## config.mk

```make
export PLATFORM = sky130hd
export DESIGN_NAME = atomic_bus_arbiter
export DESIGN_NICKNAME = d
export VERILOG_FILES = /design/src/rtl/atomic_bus_arbiter.sv
export SDC_FILE = /design/constraint.sdc
export NUM_CORES = 1
export LEC_CHECK = 0
export BUFFER_PORTS_ARGS = -buffer_cell sky130_fd_sc_hd__buf_2
export CAP_MARGIN = 25
export CORE_AREA = 2 2 119 121
export DETAILED_ROUTE_END_ITERATION = 8
export DIE_AREA = 0 0 121 123
export GPL_ROUTABILITY_DRIVEN = 0
export PLACE_DENSITY = 0.81
export SETUP_SLACK_MARGIN = 0.15
export SYNTH_ARGS = -nofsm -noshare
export SYNTH_HDL_FRONTEND = slang
export SYNTH_SLANG_ARGS = --single-unit
export TNS_END_PERCENT = 20
```

## constraint.sdc

```tcl
create_clock -name i_clk -period 4.6 [get_ports i_clk]
set_clock_uncertainty 0.2 [all_clocks]
set_input_delay 0.23 -clock i_clk [delete_from_list [all_inputs] [get_ports i_clk]]
set_output_delay 0.23 -clock i_clk [all_outputs]
set_load 0.01 [all_outputs]
```

## src/rtl/atomic_bus_arbiter.sv

```systemverilog
// atomic_bus_arbiter
//   Serialises N_IDS requesters onto one memory port, one transaction in
//   flight. It supports plain load/store plus LR/SC against an external
//   reservation table.
//   FSM: IDLE -> (CHECK for SC) -> MEM -> RESP -> IDLE.
//
// Configuration macro:
//   ATOMIC_ARB_RR_EN - round-robin arbitration. When it is undefined,
//                      arbitration is fixed priority and the lowest id wins.
//
// Ports:
//   i_clk, i_rst          clock and synchronous active-high reset
//   i_req/i_we/i_lr/i_sc  per-requester request and kind qualifiers
//   i_addr, i_wdata       packed per-requester address and write data
//   o_ack, o_rdata        one-cycle completion pulse and shared response data
//   o_mem_*, i_mem_*      memory port; en is held until i_mem_ack
//   o_tbl_*, i_tbl_gnt    reservation table (check / set / invalidate-on-write)
`ifndef XLEN
`define XLEN 32
`endif

module atomic_bus_arbiter #(
    parameter int N_IDS      = 2,
    parameter int ADDR_WIDTH = `XLEN
) (
    input  logic                        i_clk,
    input  logic                        i_rst,
    input  logic [N_IDS-1:0]            i_req,
    input  logic [N_IDS-1:0]            i_we,
    input  logic [N_IDS-1:0]            i_lr,
    input  logic [N_IDS-1:0]            i_sc,
    input  logic [N_IDS*ADDR_WIDTH-1:0] i_addr,
    input  logic [N_IDS*32-1:0]         i_wdata,
    output logic [N_IDS-1:0]            o_ack,
    output logic [31:0]                 o_rdata,
    output logic                        o_mem_en,
    output logic                        o_mem_we,
    output logic [ADDR_WIDTH-1:0]       o_mem_addr,
    output logic [31:0]                 o_mem_wdata,
    input  logic [31:0]                 i_mem_rdata,
    input  logic                        i_mem_ack,
    output logic                        o_tbl_wr_en,
    output logic                        o_tbl_set_res,
    output logic                        o_tbl_check_res,
    output logic [$clog2(N_IDS)-1:0]    o_tbl_id,
    output logic [ADDR_WIDTH-1:0]       o_tbl_addr,
    input  logic                        i_tbl_gnt
);
    localparam int IDW = $clog2(N_IDS);

    typedef enum logic [1:0] {S_IDLE, S_CHECK, S_MEM, S_RESP} state_t;
    typedef enum logic [1:0] {K_LD, K_ST, K_LR, K_SC} kind_t;

    state_t                r_state, w_state_nxt;
    kind_t                 r_kind, w_gnt_kind;
    logic [IDW-1:0]        r_id, w_gnt_id;
    logic                  w_gnt_vld;
    logic [ADDR_WIDTH-1:0] r_addr;
    logic [31:0]           r_wdata, r_rdata;
    logic                  w_is_write;

    // ---------------- arbitration ----------------
`ifdef ATOMIC_ARB_RR_EN
    logic [IDW-1:0] r_ptr;
    logic [IDW:0]   w_idx;  // one spare bit holds ptr+i before the wrap

    always_comb begin
        w_gnt_vld = 1'b0;
        w_gnt_id  = '0;
        w_idx     = '0;
        for (int i = 1; i <= N_IDS; i++) begin
            w_idx = {1'b0, r_ptr} + (IDW+1)'(i);
            if (w_idx >= (IDW+1)'(N_IDS))
                w_idx = w_idx - (IDW+1)'(N_IDS);
            if (!w_gnt_vld && i_req[w_idx[IDW-1:0]]) begin
                w_gnt_vld = 1'b1;
                w_gnt_id  = w_idx[IDW-1:0];
            end
        end
    end

    // The pointer moves only on a grant. Reset points it at the last id, so the search begins at id 0.
    always_ff @(posedge i_clk) begin
        if (i_rst)
            r_ptr <= IDW'(N_IDS-1);
        else if (r_state == S_IDLE && w_gnt_vld)
            r_ptr <= w_gnt_id;
    end
`else
    // The scan runs from high to low, so the lowest requesting id is the last to win.
    always_comb begin
        w_gnt_vld = 1'b0;
        w_gnt_id  = '0;
        for (int i = N_IDS-1; i >= 0; i--) begin
            if (i_req[i]) begin
                w_gnt_vld = 1'b1;
                w_gnt_id  = IDW'(i);
            end
        end
    end
`endif

    always_comb begin
        if (i_sc[w_gnt_id])      w_gnt_kind = K_SC;
        else if (i_lr[w_gnt_id]) w_gnt_kind = K_LR;
        else if (i_we[w_gnt_id]) w_gnt_kind = K_ST;
        else                     w_gnt_kind = K_LD;
    end

    // An SC only reaches MEM after the table has granted it, so it always writes there.
    assign w_is_write = (r_kind == K_ST) || (r_kind == K_SC);

    // ---------------- FSM next state / outputs ----------------
    // Strobes and the ack are masked by i_rst. A transaction aborted by reset
    // therefore leaves no trace on the table or on the requesters.
    always_comb begin
        w_state_nxt     = r_state;
        o_ack           = '0;
        o_mem_en        = 1'b0;
        o_mem_we        = 1'b0;
        o_mem_addr      = '0;
        o_mem_wdata     = '0;
        o_tbl_wr_en     = 1'b0;
        o_tbl_set_res   = 1'b0;
        o_tbl_check_res = 1'b0;
        o_tbl_id        = '0;
        o_tbl_addr      = '0;
        case (r_state)
            S_IDLE: begin
                if (w_gnt_vld)
                    w_state_nxt = (w_gnt_kind == K_SC) ? S_CHECK : S_MEM;
            end
            S_CHECK: begin
                o_tbl_check_res = !i_rst;
                o_tbl_id        = r_id;
                o_tbl_addr      = r_addr;
                w_state_nxt     = i_tbl_gnt ? S_MEM : S_RESP;
            end
            S_MEM: begin
                o_mem_en    = 1'b1;
                o_mem_we    = w_is_write;
                o_mem_addr  = r_addr;
                o_mem_wdata = r_wdata;
                if (i_mem_ack) begin
                    w_state_nxt   = S_RESP;
                    o_tbl_wr_en   = w_is_write && !i_rst;
                    o_tbl_set_res = (r_kind == K_LR) && !i_rst;
                    o_tbl_id      = r_id;
                    o_tbl_addr    = r_addr;
                end
            end
            S_RESP: begin
                o_ack[r_id] = !i_rst;
                w_state_nxt = S_IDLE;
            end
            default: w_state_nxt = S_IDLE;
        endcase
    end

    // ---------------- state and latched transaction ----------------
    always_ff @(posedge i_clk) begin
        if (i_rst) begin
            r_state <= S_IDLE;
            r_kind  <= K_LD;
            r_id    <= '0;
            r_addr  <= '0;
            r_wdata <= '0;
            r_rdata <= '0;
        end else begin
            r_state <= w_state_nxt;
            case (r_state)
                S_IDLE: begin
                    if (w_gnt_vld) begin
                        r_id    <= w_gnt_id;
                        r_kind  <= w_gnt_kind;
                        r_addr  <= i_addr[w_gnt_id*ADDR_WIDTH +: ADDR_WIDTH];
                        r_wdata <= i_wdata[w_gnt_id*32 +: 32];
                    end
                end
                S_CHECK: begin
                    if (!i_tbl_gnt)
                        r_rdata <= 32'd1;  // SC failure code
                end
                S_MEM: begin
                    if (i_mem_ack)
                        r_rdata <= (r_kind == K_LD || r_kind == K_LR) ? i_mem_rdata : 32'd0;
                end
                default: ;
            endcase
        end
    end

    assign o_rdata = r_rdata;

endmodule

```

==> key figures <==
Status
  • Status: completed

Yosys
  • Synth Register Bits: 101
  • Post-synth EDFFs: 0
  • Mean Syn Cell Area: 8.59 sq um
  • Ys Warns: 0
  • Post-Syn Area: 5100 sq um
  • Post-synth top area share: 39.6%
  • Main area contributors after synthesis: dfxtp_1 40%, mux2i_1 13%, and2_1 12%
  • Syn Nets: 773
  • Register area share after synthesis: 39.6%
  • Syn Inst Count: 594
  • Synth area leader: dfxtp_1
  • Post-synthesis async set-or-reset flop share: 0%
  • Synth Flop Type: dfxtp_1
  • Count of cell types in the netlist: 33

Detailed routing
  • Iter 0 DRT Violations: 279
  • Remaining antenna violation count: 0
  • Via/cell ratio: 4.84
  • First-pass iteration count of the detailed router: 4
  • Via count: 5245
  • DR DRC count: 0
  • Total wire length: 15400 microns
  • Routed length per instance: 14.2 microns

Placed design
  • Port bufs: 307
  • Dpl cell area: 6690 sq um
  • Dpl hpwl: 11000 microns
  • Setup WS pre-CTS: 1.39 ns

Clock tree
  • Clk slew on worst S/H paths: 0.07 ns
  • CTS tree: yes
  • Clock sinks: 101
  • CTS root buf: clkbuf_16
  • CTS H-tree depth: 3
  • Clock Latency Late Sink: 0.34 ns
  • CTS buffer count: 9
  • Clock tree buffer depth: 2

GRT
  • Largest net degree at the start of global routing: 95
  • Number of global-route vias before repair: 4915
  • Initial antenna violation count: 0
  • GRT Util Overall: 19.7%
  • First-pass GRT wire length: 23500 microns
  • Total congestion overflow: 0

Timing
  • Maximum clock frequency: 0.291 GHz
  • Setup violators final: 0
  • Final Hold Vio Count: 0
  • Setup TNS: 0 ns
  • Final worst path period need: 3.44 ns
  • PnR worst setup slack: 1.16 ns
  • Slew HR: 32.7%
  • Slew Viols, Final: 0
  • Fin crit share: 74.7%
  • RSZ-0062 raised after global routing: no
  • Worst-margin pin slew: 1.01 ns

Worst setup path
  • Setup crit start kind: flop
  • CP Depth: 6
  • CP bufs+invs: 2
  • CP Capture Type: output pin
  • R2R Setup Slk: 1.36 ns
  • R2r startpoint: r_state[0]
  • Critical Path Most Common Cell: and2_1
  • Worst R2R Path Depth: 8
  • Largest stage delay, worst path: 0.84 ns
  • CP startpoint: r_state[0]
  • Worst Path Required: 4.17 ns
  • Slowest cell on the critical path: ha_2
  • Cell Chain, Critical Path: inv_1 > ha_2 > and2_1 > o21a_1 > and2_1 > buf_2
  • CP max FO: 67
  • Critical Path AT: 3.01 ns
  • R2R Path End: o_rdata[0]
  • CP endpoint: o_tbl_addr[28]
  • Crit Path Class: flop to output pin
  • Crit path max-delay family: adder cells

Job
  • Max Cap Violations: 0

Die
  • Die width: 121 microns
  • Initial core utilization: 37.5%
  • Site Rows: 43
  • Die height: 123 microns
  • I/O pin count: 308
  • Core footprint: 13600 sq um
  • Full die area: 14900 sq um

Power
  • Leakage: 3.85 nW
  • Power Density: 477 nW/um^2
  • Maximum VDD drop: 290 uV

Layout
  • Final non-filler cell area: 7360 sq um
  • Fin util: 54.0%
  • Ant diodes: 0
  • Most frequent cells in the layout: 306 x buf_2, 101 x dfxtp_1, 98 x and2_1
  • Final #Nets: 1078
  • Commonest non-fill, non-tap cell in the layout: buf_2
  • Area growth syn-to-layout: 44.1%
  • Layout cells sized above 1: 37.4%
  • Fill cells: 1250

Worst hold path
  • Hold WC Path Type: input port to flop
==> kinds of logic (layout without fill, tap and decap cells) <==
| logic type | count (synthesis) | after routing | share of synthesized area, % |
|---|---|---|---|
| flip-flops | 101 | 101 | 39.6 |
| AND/OR/NAND/NOR | 255 | 255 | 25.4 |
| AO/OA/AOI/OAI | 108 | 108 | 14.7 |
| multiplexers | 67 | 67 | 13.2 |
| adder cells (fa/ha/maj) | 7 | 7 | 1.72 |
| buffers and inverters | 56 | 366 | 5.39 |
==> cell usage after synthesis (2+ instances only) <==
master    instances
dfxtp_1         101
and2_1           98
nor2_1           74
mux2i_1          66
a211oi_1         63
a21oi_1          34
nand2_1          34
nand3_1          31
clkbuf_1         28
buf_2            13
ha_1              7
a211oi_2          4
buf_1             4
buf_4             4
nor2b_1           4
inv_1             3
nand2b_1          3
nor3b_1           3
a311oi_1          2
and3_1            2
and3b_1           2
buf_8             2
nor3_1            2
==> report_power, final <==
| part | switching, mW | internal, mW |
|---|---|---|
| Combinational | 0.873 | 0.565 |
| Clock | 0.342 | 0.480 |
| Sequential | 0.136 | 1.11 |
==> sequential cells by signal (all words and copies together), names as in the netlist <==
| register | count |
|---|---|
| r_wdata | 32 |
| r_addr | 32 |
| o_rdata | 32 |
| r_state | 2 |
| r_kind | 2 |
| r_id | 1 |
==> layer usage <==
metal,vias up,track usage (%),part of all wire (%)
li1,2658,-,-
met1,2337,22.5,41
met2,220,35.4,50
met3,30,4.43,6.5
met4,0,7.99,2.6
met5,-,0,0
==> metrics by stage <==
| stage | std cells | power, mW | hold slack (ns) |
|---|---|---|---|
| 3_3_place_gp | 1033 | 2.63 | 0.235 |
| 4_1_cts | 1084 | 3.54 | 0.00779 |
| 6_report | 1084 | 3.51 | 0.0196 |
| 3_5_place_dp | 1034 | 2.68 | 0.245 |
| 5_1_grt | 1084 | 3.77 | 0.0286 |
| 2_1_floorplan | 594 | 2.22 | 0.131 |
==> worst min-delay path by stage <==
stage / cells after the start / to / start / slack [ns]
2_1_floorplan: 1 / r_id / i_req[0] / 0.13
3_3_place_gp: 2 / o_rdata[26] / o_rdata[26] / 0.23
3_5_place_dp: 2 / o_rdata[29] / o_rdata[29] / 0.24
4_1_cts: 3 / r_addr[6] / i_addr[38] / 0.008
5_1_grt: 3 / r_addr[17] / i_addr[49] / 0.03
6_report: 3 / r_wdata[22] / i_wdata[54] / 0.02
==> worst register-to-register path: stages (launching register included) <==
cell and delay (ns):
dfxtp_1 0.35, inv_1 0.18, ha_2 0.84, nor2_1 0.20, a211oi_4 0.20, buf_4 0.34, nor2_1 0.07, a311oi_1 0.23
dlygate4sd3_1 0.57
==> area by class of cell <==
type | count | area (sq um) | area share, %
multi-input cells | 437 | 2830 | 38.5
inverters | 3 | 11.3 | 0.153
well taps | 180 | 225 | 3.06
clock inverters | 7 | 96.3 | 1.31
flip-flops and latches | 101 | 2020 | 27.5
repair buffers | 347 | 1940 | 26.4
clock buffers | 9 | 225 | 3.06
==> what timing repair did <==
| item | 4_1_cts | 5_1_grt |
|---|---|---|
| endpoints found under the hold margin | 33 | 0 |
| hold buffers | 34 | 0 |
| resized for setup | 0 | 0 |
| buffers inserted | 0 | 0 |
(Power assumes the default switching activity.)
